`src/rtl/fifo_pkg.sv`:
```
// Shared pointer types and Gray/binary helpers for the async FIFO.
// Helpers work on a wide word; callers zero-extend and truncate.
package fifo_pkg;

  localparam int PTR_MAX        = 32;
  localparam int ADDR_WIDTH_DEF = 4;

  typedef logic [ADDR_WIDTH_DEF:0] ptr_t;
  typedef logic [PTR_MAX-1:0]      pword_t;

  function automatic pword_t bin2gray(
    input pword_t b
  );
    return b ^ (b >> 1);
  endfunction

  // Zero bits above the real width leave the prefix XOR unchanged.
  function automatic pword_t gray2bin(
    input pword_t g
  );
    pword_t b;
    b[PTR_MAX-1] = g[PTR_MAX-1];
    for (int i = PTR_MAX-2; i >= 0; i--) begin
      b[i] = b[i+1] ^ g[i];
    end
    return b;
  endfunction

endpackage

```
`src/rtl/sync_2ff.sv`:
```
// Two-flop synchroniser for a Gray-coded pointer bus.
// Clears to zero on reset.
module sync_2ff #(
  parameter int WIDTH = 1
) (
  input  logic             clk,
  input  logic             rst_n,
  input  logic [WIDTH-1:0] d,
  output logic [WIDTH-1:0] q
);

  logic [WIDTH-1:0] meta;

  always_ff @(posedge clk or negedge rst_n) begin
    if (!rst_n) begin
      meta <= '0;
      q    <= '0;
    end else begin
      meta <= d;
      q    <= meta;
    end
  end

endmodule

```
`src/rtl/fifo_wr_ctrl.sv`:
```
// Async FIFO write-domain controller: pointers, full, level, almost-full.
// Define FIFO_WR_SYNC2_EN to synchronise rptr_sync internally.
module fifo_wr_ctrl
  import fifo_pkg::*;
#(
  parameter int ADDR_WIDTH = 4
) (
  input  logic                  wclk,
  input  logic                  w_rst_n,
  input  logic                  w_en,
  input  logic [ADDR_WIDTH:0]   rptr_sync,
  input  logic [ADDR_WIDTH:0]   afull_thresh,
  input  logic                  ovf_clr,
  output logic                  mem_wen,
  output logic [ADDR_WIDTH-1:0] waddr,
  output logic [ADDR_WIDTH:0]   wptr,
  output logic                  full,
  output logic                  almost_full,
  output logic [ADDR_WIDTH:0]   wlevel,
  output logic                  overflow
);

  typedef logic [ADDR_WIDTH:0] lvl_t;

  lvl_t wbin;
  lvl_t wbin_next;
  lvl_t wgray_next;
  lvl_t rs;
  lvl_t rbin;
  lvl_t lvl_next;
  lvl_t full_ptr;
  logic acc;
  logic full_next;
  logic afull_next;
  logic ovf_next;

`ifdef FIFO_WR_SYNC2_EN
  sync_2ff #(
    .WIDTH (ADDR_WIDTH+1)
  ) u_rptr_sync (
    .clk   (wclk),
    .rst_n (w_rst_n),
    .d     (rptr_sync),
    .q     (rs)
  );
`else
  assign rs = rptr_sync;
`endif

  always_comb begin
    acc        = w_en & ~full;
    wbin_next  = wbin + lvl_t'(acc);
    wgray_next = lvl_t'(bin2gray(pword_t'(wbin_next)));
    rbin       = lvl_t'(gray2bin(pword_t'(rs)));
    lvl_next   = wbin_next - rbin;
    // Write pointer one lap ahead of read: top two Gray bits inverted.
    full_ptr   = {~rs[ADDR_WIDTH:ADDR_WIDTH-1],
                  rs[ADDR_WIDTH-2:0]};
    full_next  = (wgray_next == full_ptr);
    afull_next = (lvl_next >= afull_thresh);
    ovf_next   = (w_en & full) | (overflow & ~ovf_clr);
  end

  assign mem_wen = acc;
  assign waddr   = wbin[ADDR_WIDTH-1:0];

  always_ff @(posedge wclk or negedge w_rst_n) begin
    if (!w_rst_n) begin
      wbin        <= '0;
      wptr        <= '0;
      full        <= 1'b0;
      almost_full <= 1'b0;
      wlevel      <= '0;
      overflow    <= 1'b0;
    end else begin
      wbin        <= wbin_next;
      wptr        <= wgray_next;
      full        <= full_next;
      almost_full <= afull_next;
      wlevel      <= lvl_next;
      overflow    <= ovf_next;
    end
  end

endmodule

```
`config.mk`:
```
export PLATFORM = sky130hd
export DESIGN_NAME = fifo_wr_ctrl
export DESIGN_NICKNAME = d
export VERILOG_FILES = /design/src/rtl/fifo_pkg.sv /design/src/rtl/sync_2ff.sv /design/src/rtl/fifo_wr_ctrl.sv
export SDC_FILE = /design/constraint.sdc
export NUM_CORES = 1
export LEC_CHECK = 0
export BUFFER_PORTS_ARGS = -buffer_cell sky130_fd_sc_hd__buf_2
export CORE_MARGIN = 3
export CORE_UTILIZATION = 52
export CTS_CLUSTER_DIAMETER = 60
export CTS_CLUSTER_SIZE = 14
export DETAILED_ROUTE_END_ITERATION = 12
export PLACE_DENSITY = 0.78
export SLEW_MARGIN = 20
export SYNTH_ARGS = -nofsm -noshare
export SYNTH_HDL_FRONTEND = slang
export SYNTH_SLANG_ARGS = --single-unit
```
`constraint.sdc`:
```
create_clock -name wclk -period 8 [get_ports wclk]
set_input_delay 0.4 -clock wclk [delete_from_list [all_inputs] [get_ports wclk]]
set_output_delay 0.4 -clock wclk [all_outputs]
set_load 0.005 [all_outputs]
```
==> impl_metrics.csv <==
group,metric,value,unit
status,outcome,"complete, no violations",
floorplan,die_w,49.24,µm
detailed_routing,first_pass_iters,1,
grt,grtUsageTotal,15.49,%
setup_path,max_stage_delay,0.40,ns
finish,nets,148,
sta,final.setup.tns,0,ns
clock_tree,postCtsResizedCells,0,
clock_tree,numClockSinks,17,
grt,antenna_found_initial,0,
synthesis,yosys_warnings,0,
placement,post-place-cells,142,
synthesis,seq_area_frac_synth,43.76,%
setup_path,worstPathMaxFanout,5,
detailed_routing,vias,705,
setup_path,r2r-end,"almost_full$_DFF_PN0_",
finish,final_layout_size_suffix_gt1_share,30.58,%
detailed_routing,antenna_left,0,
setup_path,r2r-start,"full$_DFF_PN0_",
finish,area_growth,21.88,%
run,drv_cap,0,
synthesis,ys_ff_latch,17,
detailed_routing,drt_wl_total,1698,µm
setup_path,path_cells,"nor2b_1 -> ha_1 -> ha_1 -> xor2_1 -> ha_1 -> xnor2_1 -> ha_1 -> a21o_1 -> a21o_1 -> a21o_1",
setup_path,crit_buf_inv,0,
placement,portBuffers,31,
floorplan,die_area,0.002425,mm²
sta,min_period_over_period,36.41,%
clock_tree,clk_path_buf_depth,2,
setup_path,critical_path_arrival,3.10,ns
grt,overflow,0,
finish,diodes,0,
finish,fin_cells,146,
synthesis,avgSynthCellArea,11.30,µm²
detailed_routing,drc,0,
detailed_routing,post_drt_wl_per_cell,11.63,µm
setup_path,crit_required,8.19,ns
setup_path,cp_slowest_cell,"dfrtp_1",
synthesis,synth_cell_types,19,
clock_tree,cts_setup_buffers,0,
floorplan,ios,32,
clock_tree,ctsHtreeMaxLevel,1,
sta,setup_viol,0,
clock_tree,cts_tree,"yes",
sta,slew_viol_final,0,
setup_path,endpoint_kind,"flip-flop",
finish,nFillCells,150,
setup_path,r2r_cells,10,
clock_tree,cts.clk_slew.worst_paths,0.10,ns
min_path,hold_class,"in2async",
sta,rsz0062_at_grt,"no",
pwr,ir_drop,0.2840,mV
sta,final-hold-violation-count,0,
clock_tree,clk_latency,0.29,ns
setup_path,cp_top_family,"adder cells",
clock_tree,hold_buffers,0,
grt,grt_start_max_net_pins,18,
floorplan,rows,15,
sta,fmax,343.3,MHz
grt,grt_first_pass_wirelength,2911,µm
setup_path,critical_path_class,"reg2reg",
synthesis,synth_area,972.2,µm²
placement,routabilityCongestion,0.7305,
setup_path,r2r_slack,5.09,ns
sta,skew,0.006173,ns
setup_path,critPathLaunchType,"flip-flop",
synthesis,synthesis.nets,112,
sta,max_slew_margin,70.86,%
pwr,p_leak,0.6501,nW
setup_path,crit_path_frequent_cell,"ha_1",
finish,layout_common_cells,"buf_2 (31), dfrtp_1 (17), inv_1 (12)",
sta,period_needed,2.913,ns
floorplan,start_util,55.70,%
floorplan,core,0.001745,mm²
placement,hpwl,1434,µm
grt,grt_pass1_vias,703,
clock_tree,cts_buffers,3,
synthesis,syn_inst,86,
detailed_routing,drt-initial-drc-count,0,
detailed_routing,routed_via_density,4.829,
pwr,power.density,472.8,mW/mm²
sta,max_slew.worst_pin.slew,0.4357,ns
finish,layout_commonest_cell,"buf_2",
clock_tree,root_buffer,"clkbuf_4",
floorplan,fp.dieH,49.24,µm
==> registers in the layout, indices dropped and copies added (netlist names) <==
name / count
overflow: 1
full: 1
wlevel: 5
wbin: 5
wptr: 4
almost_full: 1
==> layout make-up <==
cell class / count / area (µm²) / share of cell area (%)
clock buffers: 4 / 26.28 / 2.218
inverters: 12 / 45.04 / 3.801
multi-input cells: 57 / 501.7 / 42.34
flip-flops and latches: 17 / 425.4 / 35.90
well taps: 25 / 31.28 / 2.640
repair buffers: 31 / 155.1 / 13.09
==> metrics by stage <==
| step | cell area [µm²] | hold WS (ns) | power (mW) | worst slack, ns | utilization (%) |
|---|---|---|---|---|---|
| final | 1185 | 0.009150 | 0.5602 | 5.087 | 67.89 |
| after global routing | 1185 | 0.01695 | 0.6198 | 4.888 | 67.89 |
| after CTS | 1185 | 0.01734 | 0.5686 | 5.077 | 67.89 |
| after detailed placement | 1159 | 0.3384 | 0.5204 | 4.825 | 66.38 |
| after global placement | 1159 | 0.3371 | 0.5067 | 4.902 | 66.38 |
| after floorplan | 972.2 | 0.1044 | 0.4222 | 5.104 | - |
==> worst register-to-register path: cells and delay by family (launching register included) <==
kind | cells | cell delay, ns
flip-flops | 1 | 0.40
AND/OR/NAND/NOR | 1 | 0.15
XOR/XNOR | 2 | 0.62
adder cells (fa/ha/maj) | 4 | 1.15
AO/OA/AOI/OAI | 3 | 0.48
==> Yosys cell counts (all sizes together) <==
library cell / n / share of area (%)
dfrtp: 17 / 44
nor2b: 2 / 1.3
ha: 11 / 14
nand3: 2 / 1.0
nand2: 4 / 1.5
xor2: 8 / 7.2
fa: 1 / 2.1
inv: 12 / 4.6
mux2: 1 / 1.2
nor2: 2 / 0.77
o21ai: 1 / 0.51
a21o: 6 / 4.6
nor4: 1 / 1.3
a31oi: 1 / 0.64
xnor2: 11 / 9.9
nand2b: 1 / 0.64
a21oi: 4 / 2.4
xnor3: 1 / 2.3
==> cells by family (layout without fill, tap and decap cells) <==
family / Yosys count / in the layout / synth area share, %
compound gates: 12 / 12 / 8.236
xor+xnor: 20 / 20 / 19.43
fa+ha+maj: 12 / 12 / 16.22
buf+inv: 12 / 47 / 4.633
flops: 17 / 17 / 43.76
mux: 1 / 1 / 1.158
simple gates: 12 / 12 / 6.564
==> report_power, final <==
group / switching (mW) / leakage (nW) / internal [mW]
sequential: 0.0239 / 0.204 / 0.134
combinational: 0.178 / 0.431 / 0.179
clock: 0.0260 / 0.0150 / 0.0194
==> how the worst max path moves through the flow <==
stage                               from                     to  slack (ns)  cells past startpoint
final                     full$_DFF_PN0_  almost_full$_DFF_PN0_        5.09                     10
after CTS                 full$_DFF_PN0_  almost_full$_DFF_PN0_        5.08                     10
after global routing      full$_DFF_PN0_  almost_full$_DFF_PN0_        4.89                     10
after global placement      rptr_sync[4]  almost_full$_DFF_PN0_        4.90                     13
after floorplan             rptr_sync[4]  almost_full$_DFF_PN0_        5.10                     12
after detailed placement    rptr_sync[4]  almost_full$_DFF_PN0_        4.82                     13
==> per-layer routing <==
metal  wire [µm]  part of all wire, %  up-vias  track usage (%)
li1            -                    -      349                -
met1         718                   42      332            18.06
met2         848                   50       22            27.01
met3         105                  6.2        2            3.976
met4          26                  1.5        0            5.687
met5           0                    0        -                0
Power figures use the tool's default switching activity.
